==> config.mk <==
export PLATFORM = sky130hd
export DESIGN_NAME = keypad_scanner
export DESIGN_NICKNAME = d
export VERILOG_FILES = /design/src/rtl/keypad_pkg.sv /design/src/rtl/sync_2ff.sv /design/src/rtl/keypad_scanner.sv
export SDC_FILE = /design/constraint.sdc
export NUM_CORES = 1
export LEC_CHECK = 0
export CAP_MARGIN = 5
export CORE_ASPECT_RATIO = 2
export CORE_UTILIZATION = 38
export CTS_CLUSTER_SIZE = 14
export DETAILED_ROUTE_END_ITERATION = 10
export SETUP_SLACK_MARGIN = 0.3
export SLEW_MARGIN = 20
export SYNTH_ARGS = -nofsm -noshare
export SYNTH_HDL_FRONTEND = slang
export SYNTH_SLANG_ARGS = --single-unit
==> constraint.sdc <==
create_clock -name clk -period 7.5 [get_ports clk]
set_clock_uncertainty 0.1 [all_clocks]
set_input_delay 1.125 -clock clk [delete_from_list [all_inputs] [get_ports clk]]
set_output_delay 1.125 -clock clk [all_outputs]
set_load 0.005 [all_outputs]
==> src/rtl/keypad_pkg.sv <==
// Shared types and constants for the 4x3 keypad scanner: FSM states,
// full-scan candidate record and the released/error output codes.
package keypad_pkg;

  typedef enum logic [1:0] {
    IDLE    = 2'd0,
    PRESSED = 2'd1,
    ERROR   = 2'd2
  } state_e;

  typedef enum logic [1:0] {
    NONE  = 2'd0,
    KEY   = 2'd1,
    MULTI = 2'd2
  } cand_kind_e;

  // row/col are forced to zero for NONE and MULTI so whole-record compares work
  typedef struct packed {
    cand_kind_e kind;
    logic [1:0] row;
    logic [1:3] col;
  } cand_t;

  localparam logic [3:0] ROW_FIRST  = 4'b1000;
  localparam logic [2:0] H_RELEASED = 3'b000;
  localparam logic [3:0] V_RELEASED = 4'b0000;
  localparam logic [2:0] H_ERROR    = 3'b111;
  localparam logic [3:0] V_ERROR    = 4'b1111;

  function automatic logic [3:0] row_onehot(input logic [1:0] idx);
    return ROW_FIRST >> idx;
  endfunction

  function automatic logic is_onehot3(input logic [2:0] p);
    return (p != 3'd0) && ((p & (p - 3'd1)) == 3'd0);
  endfunction

endpackage

==> src/rtl/sync_2ff.sv <==
// Parameterized-width two-flop synchronizer for asynchronous inputs,
// cleared by an asynchronous active-low reset.
module sync_2ff #(
  parameter int WIDTH = 1
) (
  input  logic             clk,
  input  logic             rst_n,
  input  logic [WIDTH-1:0] d,
  output logic [WIDTH-1:0] q
);

  logic [WIDTH-1:0] meta_q;
  logic [WIDTH-1:0] sync_q;

  always_ff @(posedge clk or negedge rst_n) begin
    if (!rst_n) begin
      meta_q <= '0;
      sync_q <= '0;
    end else begin
      meta_q <= d;
      sync_q <= meta_q;
    end
  end

  assign q = sync_q;

endmodule

==> src/rtl/keypad_scanner.sv <==
// 4x3 keypad front end: row strobe, synchronized column sampling, per-scan
// candidate classification, debounce and a registered one-hot h/v code.
module keypad_scanner
  import keypad_pkg::*;
#(
  parameter int SCAN_DIV       = 4,
  parameter int DEBOUNCE_SCANS = 3
) (
  input  logic       clk,
  input  logic       reset,
  input  logic [1:3] col_in,
  output logic [1:4] row_drive,
  output logic [1:3] h,
  output logic [1:4] v,
  output logic       key_valid
);

  localparam int DW = $clog2(SCAN_DIV);
  localparam int SW = $clog2(DEBOUNCE_SCANS + 1);

  logic [1:3]    col_s;
  logic [DW-1:0] dwell_q, dwell_d;
  logic [1:4]    row_drive_q, row_drive_d;
  logic [1:0]    row_idx_q, row_idx_d;
  logic [1:0]    hits_q, hits_d;
  logic [1:0]    last_row_q, last_row_d;
  logic [1:3]    last_col_q, last_col_d;
  cand_t         prev_q, prev_d;
  cand_t         acc_q, acc_d;
  logic [SW-1:0] stable_q, stable_d;
  state_e        state_q, state_d;
  logic [1:3]    h_q, h_d;
  logic [1:4]    v_q, v_d;
  logic          key_valid_q, key_valid_d;

  logic          tc;
  logic          scan_done;
  logic          row_hit;
  logic [1:0]    hits_tot;
  logic [1:0]    tot_row;
  logic [1:3]    tot_col;
  cand_t         cand;
  logic [SW-1:0] stable_inc;
  logic          accept;

  sync_2ff #(.WIDTH(3)) u_col_sync (
    .clk   (clk),
    .rst_n (reset),
    .d     (col_in),
    .q     (col_s)
  );

  assign tc        = (dwell_q == DW'(SCAN_DIV - 1));
  assign scan_done = tc && (row_idx_q == 2'd3);

  // Row strobe: dwell SCAN_DIV cycles per row, sample on the terminal count.
  always_comb begin
    dwell_d     = dwell_q + DW'(1);
    row_drive_d = row_drive_q;
    row_idx_d   = row_idx_q;
    if (tc) begin
      dwell_d     = '0;
      row_drive_d = {row_drive_q[4], row_drive_q[1:3]};
      row_idx_d   = row_idx_q + 2'd1;
    end
  end

  // Fold the current row sample into the scan record; hit count saturates at 2.
  always_comb begin
    row_hit  = |col_s;
    hits_tot = hits_q;
    if (row_hit && (hits_q != 2'd2)) hits_tot = hits_q + 2'd1;
    tot_row = row_hit ? row_idx_q : last_row_q;
    tot_col = row_hit ? col_s : last_col_q;

    cand.kind = NONE;
    cand.row  = 2'd0;
    cand.col  = 3'b000;
    if ((hits_tot == 2'd1) && is_onehot3(tot_col)) begin
      cand.kind = KEY;
      cand.row  = tot_row;
      cand.col  = tot_col;
    end else if (hits_tot != 2'd0) begin
      cand.kind = MULTI;
    end

    hits_d     = hits_q;
    last_row_d = last_row_q;
    last_col_d = last_col_q;
    if (scan_done) begin
      hits_d     = 2'd0;
      last_row_d = 2'd0;
      last_col_d = 3'b000;
    end else if (tc) begin
      hits_d     = hits_tot;
      last_row_d = tot_row;
      last_col_d = tot_col;
    end
  end

  always_comb begin
    if (cand == prev_q) begin
      stable_inc = (stable_q == SW'(DEBOUNCE_SCANS)) ? stable_q : stable_q + SW'(1);
    end else begin
      stable_inc = SW'(1);
    end
    accept   = scan_done && (stable_inc == SW'(DEBOUNCE_SCANS)) && (cand != acc_q);
    stable_d = scan_done ? stable_inc : stable_q;
    prev_d   = scan_done ? cand : prev_q;
    acc_d    = accept ? cand : acc_q;
  end

  always_comb begin
    state_d     = state_q;
    h_d         = h_q;
    v_d         = v_q;
    key_valid_d = 1'b0;
    if (accept) begin
      unique case (cand.kind)
        NONE:    state_d = IDLE;
        KEY:     state_d = PRESSED;
        default: state_d = ERROR;
      endcase
      unique case (state_d)
        IDLE: begin
          h_d = H_RELEASED;
          v_d = V_RELEASED;
        end
        PRESSED: begin
          h_d         = cand.col;
          v_d         = row_onehot(cand.row);
          key_valid_d = 1'b1;
        end
        default: begin
          h_d = H_ERROR;
          v_d = V_ERROR;
        end
      endcase
    end
  end

  always_ff @(posedge clk or negedge reset) begin
    if (!reset) begin
      dwell_q     <= '0;
      row_drive_q <= ROW_FIRST;
      row_idx_q   <= 2'd0;
      hits_q      <= 2'd0;
      last_row_q  <= 2'd0;
      last_col_q  <= 3'b000;
      prev_q      <= '{kind: NONE, row: 2'd0, col: 3'b000};
      acc_q       <= '{kind: NONE, row: 2'd0, col: 3'b000};
      stable_q    <= '0;
      state_q     <= IDLE;
      h_q         <= H_RELEASED;
      v_q         <= V_RELEASED;
      key_valid_q <= 1'b0;
    end else begin
      dwell_q     <= dwell_d;
      row_drive_q <= row_drive_d;
      row_idx_q   <= row_idx_d;
      hits_q      <= hits_d;
      last_row_q  <= last_row_d;
      last_col_q  <= last_col_d;
      prev_q      <= prev_d;
      acc_q       <= acc_d;
      stable_q    <= stable_d;
      state_q     <= state_d;
      h_q         <= h_d;
      v_q         <= v_d;
      key_valid_q <= key_valid_d;
    end
  end

  assign row_drive = row_drive_q;
  assign h         = h_q;
  assign v         = v_q;
  assign key_valid = key_valid_q;

endmodule

==> impl_metrics.ini <==
[timing]
final.min_clock_period_ns = 3.383
worst_slew_pin_slew_ns = 0.7372
fmax_mhz = 295.6
finalHoldViolations = 0
slew_violations = 0
rsz0062_at_grt = false
setup_viol = 0
finalCritPeriodShare_pct = 45.10
relSlewSlack_pct = 50.85
totalNegativeSetupSlack_ns = 0
fin_ws_ns = 4.117

[clock_network]
clock_latency_ns = 0.29
cts_tree = yes
numClockSinks = 45
cts_max_level = 2
cts_hold_buf = 0
cts_buffers = 5
cts.reportedPaths.clkPinSlew_ns = 0.06
post-cts-setup-buffers = 0
ctsResizeCount = 0
cts_buffer_depth = 2
cts-root-buf = clkbuf_16

[power_and_ir_drop]
p_per_area_nw_per_um2 = 241.6
power.total_mw = 0.6291
p_leak_nw = 1.193
ir_drop_mv = 0.2077

[synth]
yosys_warnings = 0
synth-edff-count = 0
synth_area_um2 = 2268
async_reset_ff_share_pct = 100.0
synth_area_per_cell_um2 = 11.40
syn_nets = 207
syn_inst = 199
synth-seq-cells = 45
ys_seq_area_share_pct = 49.70
ys.flop_type = dfrtp_1
synth.distinct_cells = 50

[global_route]
grt_max_degree = 46
met2_usage_pct = 28.08
track_usage_pct = 16.58
antenna_found_initial = 0
grt_pass1_vias = 1653
top_usage_layer = met2
grt_remaining_overflow = 0
use_met1_pct = 18.71
grt_pass1_wl_um = 7879
grt_use_met3_pct = 3.384

[layout]
syn_to_final_growth_pct = 14.78
n_antenna_cell = 0
stdcell_count = 274
final_net_count = 220
mostFrequentLayoutCell = dfrtp_1
fillers = 536
final_cell_mix = 44 x dfrtp_1, 15 x nand2_1, 15 x clkdlybuf4s50_1, 14 x nor2_1, 12 x o21ai_0
fin_area_um2 = 2604
drive_gt1_share_pct = 15.49

[placement]
place_congestion = 0.8298
dp_hpwl_um = 3435
port_buffers = 16
placed_area_um2 = 2429
dp_cells = 266
pre_cts_ws_ns = 4.073

[detailed_routing]
num_vias = 1517
drc_errors = 0
drt_iter0_drc = 26
wirelength_um = 4551
detail-route-antenna-nets = 0
first_pass_iters = 4
routed_via_density = 5.536
wl_per_cell_um = 16.61

[setup_path]
worstRegToRegCells = 10
path_buf_inv = 2
cp_max_fo = 10
critPathCaptureType = flip-flop
endpoint = acc_q[0]$_DFFE_PN0P_
reg2reg_to = acc_q[0]$_DFFE_PN0P_
cp_cell_sequence = inv_1, ha_1, inv_2, or4_4, and2_4, nor3_2, xnor2_1, nand4_1, nand2b_1, mux2_4
cp.arrival_ns = 3.45
r2r_setup_slack_ns = 4.12
reg2reg_from = hits_q[0]$_DFFE_PN0P_
required_ns = 7.57
cp_slowest_stage_delay_ns = 0.52
crit_path_start = hits_q[0]$_DFFE_PN0P_
worstSetupStartpointType = flip-flop
critPathSlowestCell = nand2b_1
cp_top_family = simple AND/OR/NAND/NOR gates
cp.depth = 10
path_class = flip-flop to flip-flop

[floorplan]
die-height_um = 111.3
io_pins = 17
coreArea_um2 = 5709
num_rows = 39
die_w_um = 56.64
initial_core_util_pct = 39.73
dieArea_um2 = 6301

[job]
cap_violations = 0

[outcome]
outcome = finished clean

[worst_hold_path]
min_path_type = flip-flop to flip-flop
==> power by group <==
part,internal (mW),switching [mW]
Clock,0.166,0.0867
Sequential,0.267,0.0188
Combinational,0.0515,0.0392
Total,0.484,0.145
==> stage by stage <==
stage / hold WS [ns] / util, %
after floorplan: 0.2312 / -
after global placement: 0.2339 / 42.54
after detailed placement: 0.2434 / 42.54
after CTS: 0.2506 / 45.56
after global routing: 0.2612 / 45.61
final: 0.2505 / 45.61
==> flip-flops by register name, indices dropped and copies added, names as in the netlist <==
| signal | cells |
|---|---|
| u_col_sync.meta_q | 3 |
| u_col_sync.q | 3 |
| row_idx_q | 2 |
| row_drive | 4 |
| last_col_q | 3 |
| last_row_q | 2 |
| acc_q | 7 |
| dwell_q | 2 |
| key_valid | 1 |
| v | 4 |
| h | 3 |
| prev_q | 7 |
| stable_q | 2 |
| hits_q | 2 |
==> kinds of logic after synthesis <==
family / share of synthesized area (%)
mux: 12.69
buf+inv: 4.137
compound gates: 13.29
fa+ha+maj: 1.655
simple gates: 15.06
flops: 49.70
xor+xnor: 3.475
==> layer usage <==
metal	up-vias	share of wire, %
met5	-	0
met4	0	3.1
met3	10	2.3
met2	28	55
met1	739	39
li1	740	-
==> synth_stat cells, types with 2 or more instances <==
cell type	instances	area, µm²
a21oi_1	8	40.04
a22o_1	4	35.03
a22oi_1	2	15.01
and3_1	2	12.51
buf_6	4	45.04
clkbuf_1	5	18.77
dfrtp_1	44	1101
ha_1	3	37.54
inv_1	5	18.77
mux2_1	3	33.78
mux2_2	7	78.83
mux2_4	9	135.1
mux2i_1	4	40.04
nand2_1	15	56.30
nand2b_1	4	25.02
nor2_1	14	52.55
nor2b_1	3	18.77
nor3_1	2	10.01
nor3b_1	3	22.52
o211ai_1	2	15.01
o21a_1	2	15.01
o21ai_0	12	60.06
o21ai_1	4	20.02
o22ai_1	2	12.51
o31ai_1	4	30.03
xnor2_1	6	52.55
xor2_1	3	26.28
==> worst min-delay path by stage <==
| stage | to | cells after the start | slack (ns) | from |
|---|---|---|---|---|
| after floorplan | u_col_sync.q[0]$_DFF_PN0_ | 0 | 0.23 | u_col_sync.meta_q[0]$_DFF_PN0_ |
| after global placement | u_col_sync.q[0]$_DFF_PN0_ | 0 | 0.23 | u_col_sync.meta_q[0]$_DFF_PN0_ |
| after detailed placement | u_col_sync.q[0]$_DFF_PN0_ | 0 | 0.24 | u_col_sync.meta_q[0]$_DFF_PN0_ |
| after CTS | u_col_sync.q[2]$_DFF_PN0_ | 0 | 0.25 | u_col_sync.meta_q[2]$_DFF_PN0_ |
| after global routing | u_col_sync.q[2]$_DFF_PN0_ | 0 | 0.26 | u_col_sync.meta_q[2]$_DFF_PN0_ |
| final | u_col_sync.q[2]$_DFF_PN0_ | 0 | 0.25 | u_col_sync.meta_q[2]$_DFF_PN0_ |
==> final cells by class <==
class | count | area, µm² | area share [%]
clock buffer | 7 | 142.6 | 5.478
clock inverter | 1 | 30.03 | 1.153
inverter | 6 | 22.52 | 0.8650
multi-input combinational | 138 | 1047 | 40.22
sequential | 45 | 1127 | 43.30
tap | 61 | 76.32 | 2.931
timing repair buffer | 16 | 157.7 | 6.055
No activity file was read; power rests on OpenSTA's default activity.
==> variant: new RTL, config.mk and constraints unchanged <==
Make the reset (`reset` and `rst_n`) synchronous in 2 clocked blocks. Comments in the files are not updated.
--- a/src/rtl/sync_2ff.sv
+++ b/src/rtl/sync_2ff.sv
@@ -12,7 +12,7 @@
   logic [WIDTH-1:0] meta_q;
   logic [WIDTH-1:0] sync_q;
 
-  always_ff @(posedge clk or negedge rst_n) begin
+  always_ff @(posedge clk) begin
     if (!rst_n) begin
       meta_q <= '0;
       sync_q <= '0;
--- a/src/rtl/keypad_scanner.sv
+++ b/src/rtl/keypad_scanner.sv
@@ -139,7 +139,7 @@
     end
   end
 
-  always_ff @(posedge clk or negedge reset) begin
+  always_ff @(posedge clk) begin
     if (!reset) begin
       dwell_q     <= '0;
       row_drive_q <= ROW_FIRST;
Behaviour: differs if reset is asserted again (counterexample within 10 cycles, from zero or initial values and one cycle with reset low); with reset held inactive, the same outputs for 10 cycles.
==> variant against the unedited design <==
- the flow now finishes with violations (design-rule violations)
- non-clock buffer count up 2
- area after synthesis up 0.72%
- critical path type unchanged
- power down 15%
- worst setup slack better by 74 ps
- worst hold slack better by 75 ps
- design area about the same
- synthesized cell count up 30%
- wire length up 6.1%
- combinational power down 30%
- sequential cell count unchanged
==> variant: results (changes against the unedited design) <==
- Worst vdd ir: 0.000190 V (-8.3%)
- DRC violations left: 5 (+5)
- Worst Max-Slew Pin Slew: 655 ps (-81.9 ps)
- H-tree depth: 2 (unchanged)
- Synth Area in Adders: 1.64% (-0.012 points)
- Post-DR wirelength/cell: 14.5 um (-12%)
- Async SR Flop Fraction: 0% (-100 points)
- Reg2reg setup slack: 4190 ps (+70 ps)
- Pin count of the biggest net entering global routing: 50 (+8.7%)
- Xor and xnor area share after synthesis: 3.83% (+0.36 points)
- Status: finished with violations
- Final GP Congestion: 0.889 (+7.1%)
- Min-Delay Startpoint: u_col_sync.meta_q[0]
- Worst EP arrival: 3430 ps (-20 ps)
- Violated checks: design-rule violations
- First-pass GRT wire length: 8.12 mm (+3.1%)
- Filler cells: 557 (+3.9%)
- Number of global-route vias before repair: 1689 (+2.2%)
- Top cells by area, synth: dfxtp_1 (39%), mux2i_1 (9.6%), nand2_1 (6.4%)
- Leak: 0.996 nW (-17%)
- Hold crit path type: flip-flop to flip-flop
- Iteration count of the initial detailed-routing pass: 9 (+5)
- Commonest cells in the synthesized netlist: dfxtp_1 (45), nand2_1 (39), mux2i_1 (22), nor2_1 (19), o21ai_0 (17)
- DRT iter0 DRCs: 39 (+50%)
- Endpoint, Worst Hold: u_col_sync.q[0]
- Post-Syn Nets: 267 (+29%)
- Max FO, Critical Path: 12 (+2)
- Antenna diode count: 0 (unchanged)
- Number of unique standard cell types used by synthesis: 48 (-4.0%)
- Vias: 1803 (+19%)
- Post-synthesis compound-gate area fraction: 14.7% (+1.4 points)
- FF-to-FF End: acc_q[5]
- Hold Path Depth: 1 (+1)
- Sequential area share after synthesis: 39.4% (-10 points)
- Cell count of the worst reg-to-reg path: 8 (-2)
- Reg2reg start: u_col_sync.q[0]
- Reg clk slew, reported paths: 60 ps (about the same)
- Mux cell area share after synthesis: 10.1% (-2.6 points)
- Clk_lat worst skew: 290 ps (about the same)
- Setup bufs post-CTS: 0 (unchanged)
- Layout cells sized above 1: 7.38% (-8.1 points)
- Final Net Count: 278 (+26%)
- DP HPWL: 3.63 mm (+5.6%)
- Tot GR Track Use: 17.1% (+0.54 points)
[variant: area by class of cell]
type	count	area share [%]
clock buffers	5	4.80
clock inverters	3	0.816
inverters	3	0.432
multi-input cells	197	49.7
flip-flops and latches	45	34.6
well taps	61	2.93
repair buffers	18	6.72
[variant: kinds of logic after synthesis]
logic type | count (synthesis)
simple gates | 116
compound gates | 45
flops | 45
mux | 23
buf+inv | 17
xor+xnor | 10
fa+ha+maj | 3
[variant: per-stage QoR]
stage | std cells | power, W | worst slack [ps] | area [um2] | hold WS (ps)
2_1_floorplan | 259 | 0.000302 | 4680 | 2280 | 303
3_3_place_gp | 324 | 0.000318 | 4240 | 2460 | 314
3_5_place_dp | 324 | 0.000318 | 4210 | 2460 | 321
4_1_cts | 332 | 0.000543 | 4200 | 2610 | 329
5_1_grt | 332 | 0.000558 | 3970 | 2610 | 336
6_report | 332 | 0.000533 | 4190 | 2610 | 326
[variant: worst max-delay path by stage]
| stage | startpoint | endpoint | slack, ps | cells past startpoint |
|---|---|---|---|---|
| 2_1_floorplan | u_col_sync.q[0] | h[1] | 4680 | 11 |
| 3_3_place_gp | u_col_sync.q[0] | acc_q[6] | 4240 | 8 |
| 3_5_place_dp | u_col_sync.q[0] | acc_q[6] | 4210 | 8 |
| 4_1_cts | u_col_sync.q[0] | acc_q[6] | 4200 | 8 |
| 5_1_grt | u_col_sync.q[0] | acc_q[2] | 3970 | 8 |
| 6_report | u_col_sync.q[0] | acc_q[5] | 4190 | 8 |
[variant: report_power, final]
group / switching (W) / internal, W
sequential: 0.00000467 / 0.000244
combinational: 0.0000387 / 0.0000249
clock: 0.0000965 / 0.000124
[variant: critical path, cell delays in order (launching register included)]
cell and delay [ps]:
dfxtp_1 390, or3_4 480, a221oi_4 420, o22ai_1 250
or3_1 360, a311oi_1 470, o211ai_1 210, nand2_2 320
mux2i_1 230
[variant: routing by layer]
layer,share of wire (%),track usage [%],up-vias
li1,-,-,921
met4,4.7,11.5,0
met5,0,0,-
met2,55,31.3,40
met1,37,16.6,828
met3,3.2,3.48,14
